==> config.mk <==
export PLATFORM = sky130hd
export DESIGN_NAME = wb_port_arbiter_3_flat
export DESIGN_NICKNAME = d
export VERILOG_FILES = /design/src/rtl/wb_port_arbiter_3_if.sv /design/src/rtl/wb_port_arbiter_3.sv /design/src/flat_wrapper.sv
export SDC_FILE = /design/constraint.sdc
export NUM_CORES = 1
export LEC_CHECK = 0
export CAP_MARGIN = 20
export CELL_PAD_IN_SITES_DETAIL_PLACEMENT = 1
export CELL_PAD_IN_SITES_GLOBAL_PLACEMENT = 2
export CORE_MARGIN = 4
export CORE_UTILIZATION = 19
export DETAILED_ROUTE_END_ITERATION = 16
export GPL_TIMING_DRIVEN = 0
export PLACE_DENSITY_LB_ADDON = 0.1
export SYNTH_ARGS = -nofsm -noshare
export SYNTH_HDL_FRONTEND = slang
export SYNTH_SLANG_ARGS = --single-unit
==> constraint.sdc <==
create_clock -name clk -period 2.9 [get_ports clk]
set_input_delay 0.58 -clock clk [delete_from_list [all_inputs] [get_ports clk]]
set_output_delay 0.58 -clock clk [all_outputs]
set_load 0.05 [all_outputs]
==> src/rtl/wb_port_arbiter_3_if.sv <==
// Write-back arbiter bus: request/payload bundle from the pipeline stages and the
// registered grant/write-port outputs towards the register file.
interface wb_port_arbiter_3_if #(
    parameter int DATA_W = 32,
    parameter int ADDR_W = 5
);
    logic              stall;
    logic [2:0]        req;
    logic [DATA_W-1:0] wdata0;
    logic [DATA_W-1:0] wdata1;
    logic [DATA_W-1:0] wdata2;
    logic [ADDR_W-1:0] waddr0;
    logic [ADDR_W-1:0] waddr1;
    logic [ADDR_W-1:0] waddr2;
    logic [2:0]        gnt;
    logic [1:0]        sel;
    logic              rf_we;
    logic [ADDR_W-1:0] rf_waddr;
    logic [DATA_W-1:0] rf_wdata;

    modport master (
        output stall, req, wdata0, wdata1, wdata2, waddr0, waddr1, waddr2,
        input  gnt, sel, rf_we, rf_waddr, rf_wdata
    );

    modport slave (
        input  stall, req, wdata0, wdata1, wdata2, waddr0, waddr1, waddr2,
        output gnt, sel, rf_we, rf_waddr, rf_wdata
    );
endinterface

==> src/rtl/wb_port_arbiter_3.sv <==
// Round-robin arbiter for the single register-file write port shared by the
// ALU result (0), load data (1) and link/PC+4 (2) requesters.
module wb_port_arbiter_3 #(
    parameter int DATA_W = 32,
    parameter int ADDR_W = 5
) (
    input  logic                 clk,
    input  logic                 rst,
    wb_port_arbiter_3_if.slave   bus
);

    function automatic logic [1:0] inc_mod3(input logic [1:0] v);
        case (v)
            2'd0:    return 2'd1;
            2'd1:    return 2'd2;
            default: return 2'd0;
        endcase
    endfunction

    function automatic logic [2:0] onehot3(input logic [1:0] v);
        case (v)
            2'd0:    return 3'b001;
            2'd1:    return 3'b010;
            default: return 3'b100;
        endcase
    endfunction

    logic [1:0]        ptr_r;
    logic [1:0]        ptr_s;
    logic [1:0]        cand0_s;
    logic [1:0]        cand1_s;
    logic [1:0]        cand2_s;
    logic [2:0]        eff_s;
    logic              win_valid_s;
    logic [1:0]        win_s;
    logic [DATA_W-1:0] win_data_s;
    logic [ADDR_W-1:0] win_addr_s;

    // Winner search from the pointer with the just-granted requester masked out;
    // a corrupted pointer value of 3 is searched as if it were 0.
    always_comb begin
        ptr_s       = (ptr_r == 2'd3) ? 2'd0 : ptr_r;
        cand0_s     = ptr_s;
        cand1_s     = inc_mod3(cand0_s);
        cand2_s     = inc_mod3(cand1_s);
        eff_s       = bus.req & ~bus.gnt;
        win_valid_s = 1'b1;
        win_s       = 2'd0;
        if (eff_s[cand0_s]) begin
            win_s = cand0_s;
        end else if (eff_s[cand1_s]) begin
            win_s = cand1_s;
        end else if (eff_s[cand2_s]) begin
            win_s = cand2_s;
        end else begin
            win_valid_s = 1'b0;
        end
    end

    // Write-back payload mux driven by the winner index.
    always_comb begin
        case (win_s)
            2'd0: begin
                win_data_s = bus.wdata0;
                win_addr_s = bus.waddr0;
            end
            2'd1: begin
                win_data_s = bus.wdata1;
                win_addr_s = bus.waddr1;
            end
            default: begin
                win_data_s = bus.wdata2;
                win_addr_s = bus.waddr2;
            end
        endcase
    end

    // Registered grant, select and write port; stall or no winner only kills the pulse.
    always_ff @(posedge clk or posedge rst) begin
        if (rst) begin
            bus.gnt      <= 3'b000;
            bus.sel      <= 2'b00;
            bus.rf_we    <= 1'b0;
            bus.rf_waddr <= {ADDR_W{1'b0}};
            bus.rf_wdata <= {DATA_W{1'b0}};
            ptr_r        <= 2'd0;
        end else if (!bus.stall && win_valid_s) begin
            bus.gnt      <= onehot3(win_s);
            bus.sel      <= win_s;
            bus.rf_we    <= (win_addr_s != {ADDR_W{1'b0}});
            bus.rf_waddr <= win_addr_s;
            bus.rf_wdata <= win_data_s;
            ptr_r        <= inc_mod3(win_s);
        end else begin
            bus.gnt      <= 3'b000;
            bus.rf_we    <= 1'b0;
        end
    end

endmodule
==> src/flat_wrapper.sv <==
// flat-port wrapper written by rule: the top's interface ports become plain ports
module wb_port_arbiter_3_flat 
#(
    parameter int DATA_W = 32,
    parameter int ADDR_W = 5
)
  (clk, rst, bus_stall, bus_req, bus_wdata0, bus_wdata1, bus_wdata2, bus_waddr0, bus_waddr1, bus_waddr2, bus_gnt, bus_sel, bus_rf_we, bus_rf_waddr, bus_rf_wdata);
  wb_port_arbiter_3_if #(.DATA_W(DATA_W), .ADDR_W(ADDR_W)) bus_i ();
  input  logic clk;
  input  logic rst;
  input wire logic [$bits(bus_i.stall)-1:0] bus_stall;
  input wire logic [$bits(bus_i.req)-1:0] bus_req;
  input wire logic [$bits(bus_i.wdata0)-1:0] bus_wdata0;
  input wire logic [$bits(bus_i.wdata1)-1:0] bus_wdata1;
  input wire logic [$bits(bus_i.wdata2)-1:0] bus_wdata2;
  input wire logic [$bits(bus_i.waddr0)-1:0] bus_waddr0;
  input wire logic [$bits(bus_i.waddr1)-1:0] bus_waddr1;
  input wire logic [$bits(bus_i.waddr2)-1:0] bus_waddr2;
  output wire logic [$bits(bus_i.gnt)-1:0] bus_gnt;
  output wire logic [$bits(bus_i.sel)-1:0] bus_sel;
  output wire logic [$bits(bus_i.rf_we)-1:0] bus_rf_we;
  output wire logic [$bits(bus_i.rf_waddr)-1:0] bus_rf_waddr;
  output wire logic [$bits(bus_i.rf_wdata)-1:0] bus_rf_wdata;
  assign bus_i.stall = bus_stall;
  assign bus_i.req = bus_req;
  assign bus_i.wdata0 = bus_wdata0;
  assign bus_i.wdata1 = bus_wdata1;
  assign bus_i.wdata2 = bus_wdata2;
  assign bus_i.waddr0 = bus_waddr0;
  assign bus_i.waddr1 = bus_waddr1;
  assign bus_i.waddr2 = bus_waddr2;
  assign bus_gnt = bus_i.gnt;
  assign bus_sel = bus_i.sel;
  assign bus_rf_we = bus_i.rf_we;
  assign bus_rf_waddr = bus_i.rf_waddr;
  assign bus_rf_wdata = bus_i.rf_wdata;
  wb_port_arbiter_3 #(.DATA_W(DATA_W), .ADDR_W(ADDR_W)) u_core (.clk(clk), .rst(rst), .bus(bus_i));
endmodule
Yosys cells after proc, flatten, opt, wreduce, memory -nomap -nowiden
Index checks and enable logic that the tools add are counted.

Output and inout bits: 43. Bits of input ports: 117. Logic and storage cells: 42. Register bits: 45.

Bitwise logic cells: 2. Muxes and demuxes: 21. Order comparisons: 3. Equal/unequal tests: 4. Reductions and logical operators: 6.

Operator list (count): 32-bit case mux with 2 select lines (1); 2-bit case mux with 2 select lines (3); 5-bit case mux with 2 select lines (1); 2-bit by 3-bit less-than comparator with 1-bit output (second input constant) (3); 2-bit two-way mux (4); 1-bit two-way mux (7); 1-bit binary-select mux with 2-bit select (3); 2-bit by 1-bit == test with 1-bit output (second input constant) (3); 2-bit logical NOT (3); 3-bit case mux with 2 select lines (1); 5-bit nonzero test (1); 3-bit AND (1); 3-bit two-way mux (1); 3-bit NOT (1); 2-bit == test (second input constant) (1); 1-bit logical AND (1); 1-bit logical NOT (1).

Logic depth before layout (Yosys ltp)
Gate-level depths: netlist of run 1.

Depth after elaboration: 15. Gate-level depth with buffers: 11.

Least setup slack after synthesis of run 1
OpenSTA, ideal clock, no wires.

Path type: reg2reg. From: reg u_core.ptr_r[1]. To: reg u_core.bus.rf_we. Slack: 645 ps. Data required time: 2758 ps. Period minus slack after synthesis: 2255 ps. Stages on the path, launching flop included: 11. Buffers on the path: 2. Library setup time: 142 ps. Arrival time: 2114 ps. Cells stage by stage: dfrtp_1 -> inv_1 -> ha_1 -> buf_6 -> or3b_4 -> a32o_1 -> and3_1 -> buf_6 -> a22o_1 -> a211oi_2 -> a41oi_1.

Longest elaborated chain between the ends: 15. Elaborated cells on any way between the ends: 26.

RTL lines: start, declared (RTL line wb_port_arbiter_3.sv:28) `logic [1:0] ptr_r;`; start signal, assigned (RTL line wb_port_arbiter_3.sv:93) `ptr_r <= inc_mod3(win_s);`; 2-bit == test (RTL line wb_port_arbiter_3.sv:42) `ptr_s = (ptr_r == 2'd3) ? 2'd0 : ptr_r;`; 2-bit two-way mux * (RTL line wb_port_arbiter_3.sv:42); 2-bit by 1-bit == test with 1-bit output or 2-bit logical NOT (tied branches) (RTL line wb_port_arbiter_3.sv:13) `case (v)`; 2-bit case mux with 2 select lines (RTL line wb_port_arbiter_3.sv:13); 2-bit by 1-bit == test with 1-bit output or 2-bit logical NOT (tied branches) (RTL line wb_port_arbiter_3.sv:13); 2-bit case mux with 2 select lines (RTL line wb_port_arbiter_3.sv:13); 1-bit binary-select mux with 2-bit select (RTL line wb_port_arbiter_3.sv:53) `end else if (eff_s[cand2_s]) begin`; 1-bit two-way mux (not written as such) (RTL line wb_port_arbiter_3.sv:53); 2-bit two-way mux (RTL line wb_port_arbiter_3.sv:53); 2-bit two-way mux (RTL line wb_port_arbiter_3.sv:51) `end else if (eff_s[cand1_s]) begin`; 2-bit two-way mux (RTL line wb_port_arbiter_3.sv:49) `if (eff_s[cand0_s]) begin`; 2-bit by 1-bit == test with 1-bit output or 2-bit logical NOT (tied branches) (RTL line wb_port_arbiter_3.sv:62) `case (win_s)`; 5-bit case mux with 2 select lines (RTL line wb_port_arbiter_3.sv:62); 5-bit nonzero test (RTL line wb_port_arbiter_3.sv:90) `bus.rf_we <= (win_addr_s != {ADDR_W{1'b0}});`; 1-bit two-way mux * (RTL line wb_port_arbiter_3.sv:87) `end else if (!bus.stall && win_valid_s) begin`; end signal, assigned (RTL line wb_port_arbiter_3.sv:90); end, declared (RTL line wb_port_arbiter_3_if.sv:28) `output gnt, sel, rf_we, rf_waddr, rf_wdata`.

Every way passes the cells marked *; elsewhere a longest branch is shown, timed or not. The select of a mux whose other input is x is not followed. A chain may end at the register's enable or synchronous reset.

Final worst setup path of run 1
From: in bus_req[0]. To: reg u_core.bus.rf_wdata[0].

Longest elaborated chain between the ends: 8. Elaborated cells on any way between the ends: 17.

RTL lines: start, declared (RTL line flat_wrapper.sv:12) `input wire logic [$bits(bus_i.req)-1:0] bus_req;`; 3-bit AND * (RTL line wb_port_arbiter_3.sv:46) `eff_s = bus.req & ~bus.gnt;`; 1-bit binary-select mux with 2-bit select (RTL line wb_port_arbiter_3.sv:53); 1-bit two-way mux (not written as such) (RTL line wb_port_arbiter_3.sv:53); 2-bit two-way mux (RTL line wb_port_arbiter_3.sv:53); 2-bit two-way mux (RTL line wb_port_arbiter_3.sv:51); 2-bit two-way mux (RTL line wb_port_arbiter_3.sv:49); 2-bit by 1-bit == test with 1-bit output or 2-bit logical NOT (tied branches) (RTL line wb_port_arbiter_3.sv:62); 32-bit case mux with 2 select lines (RTL line wb_port_arbiter_3.sv:62); end signal, assigned (RTL line wb_port_arbiter_3.sv:85) `bus.rf_wdata <= {DATA_W{1'b0}};`; end signal, assigned (RTL line wb_port_arbiter_3.sv:92) `bus.rf_wdata <= win_data_s;`; end, declared (RTL line wb_port_arbiter_3_if.sv:28).

Marks and branches as above.

==> results of run 1 <==
cells in the final DEF (no fill, tap or decap), drive strengths merged, types with 3 or more instances in the layout:
cell type,n
a21o,6
ha,3
nand2,38
o21ai,36
dfrtp,45
a22o,36
buf,15
nor2b,7
clkdlybuf4s50,159
clkbuf,13
inv,5
a21oi,39
state kept, by name, indices dropped and copies added, names as in the netlist:
register	count
u_core.bus.rf_we	1
u_core.bus.sel	2
u_core.bus.rf_wdata	32
u_core.ptr_r	2
u_core.bus.rf_waddr	5
u_core.bus.gnt	3
worst reg2reg max path, cell delays in order (launching register included):
cell and delay, ps:
dfrtp_1 370, inv_1 80, ha_1 420, nor3b_1 110, a31oi_1 150, o22ai_1 130, o31ai_4 480, buf_2 340
buf_2 280, nand2_1 80, o21ai_1 80
layout make-up:
| cell class | instances | area share |
|---|---|---|
| tap | 168 | 0.04755 |
| clock inverter | 2 | 0.008491 |
| sequential | 45 | 0.2547 |
| buffer | 21 | 0.02689 |
| multi-input combinational | 187 | 0.2621 |
| inverter | 5 | 0.004246 |
| timing repair buffer | 160 | 0.3646 |
| clock buffer | 6 | 0.03142 |
layer usage:
layer  global-route usage  part of all wire  routed length (um)
met1               0.1682              0.43                4279
met2               0.2230              0.48                4770
met3              0.04615             0.076                 756
met4              0.03754             0.020                 204
met5                    0                 0                   0
final timing paths:
| path | startpoint | endpoint | slack, ps | depth (start not counted) |
|---|---|---|---|---|
| min in group asynchronous | rst | u_core.bus.rf_wdata[10] | 650 | 2 |
| max in group asynchronous | rst | u_core.bus.rf_waddr[3] | 1730 | 3 |
| hold / removal | u_core.bus.sel[0] | u_core.bus.sel[0] | 480 | 1 |
| setup reg to reg | u_core.ptr_r[0] | u_core.bus.rf_wdata[2] | 320 | 10 |
| setup / recovery | bus_req[0] | u_core.bus.rf_wdata[0] | 310 | 9 |
| hold reg to reg | u_core.bus.sel[0] | u_core.bus.sel[0] | 480 | 1 |
cell usage after synthesis (all sizes together) (2+ instances only):
cell | number | area share
a21o | 6 | 0.019
a21oi | 39 | 0.081
a22o | 36 | 0.13
buf | 14 | 0.038
clkbuf | 7 | 0.011
dfrtp | 45 | 0.46
ha | 3 | 0.015
inv | 5 | 0.0077
nand2 | 38 | 0.059
nand3b | 2 | 0.0062
nor2b | 7 | 0.018
o21ai | 36 | 0.074
or3b | 2 | 0.0083
power breakdown:
part / total (mW) / internal (mW) / switching [mW]
sequential: 1.08 / 0.927 / 0.150
clock: 0.682 / 0.431 / 0.251
combinational: 3.55 / 1.32 / 2.23
metrics by stage:
| step | power (mW) | TNS, ps | hold slack, ps | setup slack (ps) |
|---|---|---|---|---|
| 3_5_place_dp | 4.728 | -193.3 | 469.5 | -43.78 |
| 5_1_grt | 5.717 | 0 | 503.5 | 3.473 |
| 6_report | 5.309 | 0 | 479.2 | 307.0 |
| 4_1_cts | 5.431 | 0 | 484.5 | 205.8 |
| 3_3_place_gp | 4.679 | 0 | 460.5 | 2.435 |
| 2_1_floorplan | 3.459 | 0 | 478.5 | 644.7 |
logic make-up after synthesis:
group                      synth area share
and+or+nand+nor                      0.1126
muxes                              0.004648
DFF                                  0.4649
adders and majority gates           0.01550
AOI/OAI and AO/OA                    0.3456
buffers and inverters               0.05682
==> reports/summary.txt, run 1 <==
Placed cell count: 586
Hold Violations, Final: 0
Largest net degree at the start of global routing: 25
Clk sinks: 45
Crit path capture type: flop
Initial DRC Count: 68
Max-slew violations: 0
Async SR Flop Fraction: 1.000
Layout cells sized above 1: 0.07042
Final setup violation count: 0
MaxCap Viol Count: 0
Area of the multi-input gates: 1159 sq um
H-tree depth: 2
Syn_nets: 378
Drt wl/cell: 16.85 um
Utilization after layout: 0.3605
Register area: 1126 sq um
Die Width: 120.9 um
Crit path largest cell delay: 490 ps
Minimum clock period: 2593 ps
Initial antenna violation count: 0
Hold_buf cts: 0
Hold Path Class: flop to flop
DRC: 0
Most used cell, CP: buf_2
CTS tree: built
Worst Skew: 6.590 ps
Final Cell Area: 4420 sq um
Antenna cells: 0
Fin crit share: 0.8941
Seq/Total Area, Yosys: 0.4649
DP Area: 4244 sq um
Skew-Pair Late Insertion Delay: 290 ps
Postcts setup bufs: 0
Yosys reg bits: 45
Critical Path Source Type: primary input
Deepest clock path buffer count: 2
Clock Root Buffer: clkbuf_16
GPL Wtd Cong: 0.7345
Mapped Cells: 258
Max frequency: 385.7 MHz
Sequence of cells on the critical path: clkdlybuf4s50_1 -> or3b_4 -> a21o_1 -> and2_1 -> buf_2 -> buf_2 -> a22o_1 -> a21oi_1 -> o21ai_1
Starting Density: 0.1976
Num ports: 160
Clk pin slew, worst setup/hold paths: 60 ps
Peak VDD IR: 0.3247 mV
Post-CTS resize count: 0
Fillers: 1427
YS warnings: 0
Post-synth EDFFs: 0
Vert. Die Dim: 120.9 um
Worst Max-Slew Pin Slew: 574.5 ps
IO Port Bufs: 159
Leak: 1.829 nW
Ys flop type: dfrtp_1
WL final: 10.01 mm
Post-route ant nets: 0
Row count: 40
CP bufs+invs: 3
Vias in the first global route: 2859
Outcome: complete, no violations
Core ar.: 12260 sq um
Final std cells w/o fill: 594
Hpwl dp: 7.839 mm
Crit path DAT: 2740 ps
Vias per cell: 4.416
Fin nets: 545
Area Overhead vs Synth: 82.49%
PD cells: 1201 nW/um^2
Num CTS Buffers: 5
Top cell family by delay on the critical path: buffers and inverters
RSZ-0062 raised after global routing: no
Crit path max fanout: 10
Critical Path RT: 3050 ps
GRT Total Usage: 0.1353
TritonRoute pass-1 iters: 4
Rel. slew slack: 0.6170
Synth cell types: 35
Post-Syn Area: 2422 sq um
First-pass GRT wire length: 15.59 mm
Via count: 2623
Die ar.: 14620 sq um
Crit Path Category: primary input to flop
Synth Area per Inst: 9.389 sq um
GRT overflow: 0
CP max stage cell: clkdlybuf4s50_1
No activity file was read; power rests on OpenSTA's default activity.
==> inputs of run 2 (changes only) <==
--- a/config.mk
+++ b/config.mk
@@ -7,2 +7,3 @@
 export LEC_CHECK = 0
+export ABC_CLOCK_PERIOD_IN_PS = 2900
 export CAP_MARGIN = 20
@@ -15,2 +16,3 @@
 export PLACE_DENSITY_LB_ADDON = 0.1
+export SETUP_SLACK_MARGIN = 0.02
 export SYNTH_ARGS = -nofsm -noshare
==> constraint.sdc (replaced) <==
create_clock -name clk -period 2.9 [get_ports clk]
set_input_delay 0.29 -clock clk [delete_from_list [all_inputs] [get_ports clk]]
set_output_delay 0.29 -clock clk [all_outputs]
set_load 0.05 [all_outputs]
==> reports/summary.txt, run 2 (synthesized netlist as in run 1, its figures left out) <==
Outcome: complete, no violations
Leak: 1.829 nW
Post-CTS resize count: 0
Clock power share: 0.128
Crit path max fanout: 10
Utilization after layout: 0.3605
Critical Path Source Type: flop
Peak VDD IR: 0.3247 mV
Fin nets: 545
Clock Root Buffer: clkbuf_16
Vias in the first global route: 2859
Biggest register: u_core.bus.rf_wdata
Starting Density: 0.1976
GRT Total Usage: 0.1353
Reg2Reg Launch Point: u_core.ptr_r[1]
Placed cell count: 586
Critical Path End: u_core.bus.rf_wdata[0]
Via count: 2623
Switch Pwr: 2.634 mW
Worst Skew: 6.590 ps
Crit path DAT: 2720 ps
First-pass GRT wire length: 15.59 mm
GRT overflow: 0
MaxCap Viol Count: 0
Final std cells w/o fill: 594
Die Width: 120.9 um
WL final: 10.01 mm
Worst Max-Slew Pin Slew: 574.5 ps
Num ports: 160
TNS Setup: 0 ps
Hpwl dp: 7.839 mm
Clk pin slew, worst setup/hold paths: 70 ps
Num CTS Buffers: 5
Most frequent cells in the layout: clkdlybuf4s50_1, dfrtp_1, a21oi_1
Core ar.: 12260 sq um
Critical Path RT: 3050 ps
Crit Path Category: flop to flop
Worst reg2reg setup slack: 330 ps
Vert. Die Dim: 120.9 um
Area Overhead vs Synth: 82.49%
Max-slew violations: 0
Logic pwr share: 0.669
Power Total: 5.308 mW
Commonest non-fill, non-tap cell in the layout: clkdlybuf4s50_1
Final Cell Area: 4420 sq um
Place WS: 205.7 ps
Clk sinks: 45
TritonRoute pass-1 iters: 4
Cell-internal power: 2.675 mW
RSZ-0062 raised after global routing: no
Antenna cells: 0
Sequential share of power: 0.203
Worst setup margin: 330.0 ps
H-tree depth: 2
Rel. slew slack: 0.6170
Crit path capture type: flop
Initial antenna violation count: 0
Final setup violation count: 0
Minimum clock period: 2570 ps
Initial DRC Count: 71
Vias per cell: 4.416
Die ar.: 14620 sq um
Hold Path Class: primary input to asynchronous set/reset pin
IO Port Bufs: 159
Row count: 40
GPL Wtd Cong: 0.7345
Min Hold Slack: 358.3 ps
Largest net degree at the start of global routing: 25
PD cells: 1201 nW/um^2
Max frequency: 389.1 MHz
Max FFs per register: 32
Skew-Pair Late Insertion Delay: 290 ps
DP Area: 4244 sq um
Post-route ant nets: 0
Fin crit share: 0.8862
DRC: 0
Hold Violations, Final: 0
Switching Share: 0.4961
Drt wl/cell: 16.86 um
Top Registers: u_core.bus.rf_wdata x32, u_core.bus.rf_waddr x5, u_core.bus.gnt x3
Worst reg-to-reg path cell count: 11
Deepest clock path buffer count: 2
CP Launch Point: u_core.ptr_r[1]
Layout cells sized above 1: 0.07042
CTS tree: built
Worst r2r dst: u_core.bus.rf_wdata[0]
==> run 2: cell type report <==
cell class | instances | area (sq um)
clock buffers | 6 | 138.9
plain buffers | 21 | 118.9
repair buffers | 160 | 1612
flip-flops and latches | 45 | 1126
well taps | 168 | 210.2
fillers | 1427 | 7841
inverters | 5 | 18.77
clock inverters | 2 | 37.54
multi-input cells | 187 | 1159
==> run 2: how the worst min path moves through the flow <==
stage / from / endpoint / slack, ps / cells past startpoint
5_1_grt: rst / u_core.bus.rf_wdata[10] / 400 / 2
4_1_cts: rst / u_core.bus.rf_wdata[10] / 370 / 2
2_1_floorplan: bus_wdata0[10] / u_core.bus.rf_wdata[10] / 460 / 2
6_report: rst / u_core.bus.rf_wdata[10] / 360 / 2
3_3_place_gp: u_core.bus.sel[0] / u_core.bus.sel[0] / 460 / 1
3_5_place_dp: u_core.bus.rf_wdata[24] / u_core.bus.rf_wdata[24] / 470 / 2
==> run 2: timing repair <==
| action | CTS | global route |
|---|---|---|
| hold buffers | 0 | 0 |
| endpoints found under the setup margin | 0 | 2 |
| buffers inserted | 0 | 0 |
==> run 2: per-layer routing <==
metal	track usage	share of wire
met4	0.03754	0.020
met5	0	0
met3	0.04615	0.076
met1	0.1682	0.43
met2	0.2230	0.48
==> run 2: power by group through the flow <==
stage,Combinational (mW),Sequential (mW),Clock (mW)
finish,3.55,1.08,0.682
global placement,3.60,1.08,0
global route,3.86,1.12,0.734
CTS,3.64,1.08,0.706
floorplan,1.43,2.03,0
detailed placement,3.63,1.09,0
==> run 2: worst max-delay path, cell delays in order (launching register included) <==
cell and delay, ps:
dfrtp_1 400, inv_1 60, ha_1 180, buf_6 130, or3b_4 380, a21o_1 190, and2_1 170, buf_2 200
buf_2 220, a22o_1 250, a21oi_1 150, o21ai_1 80
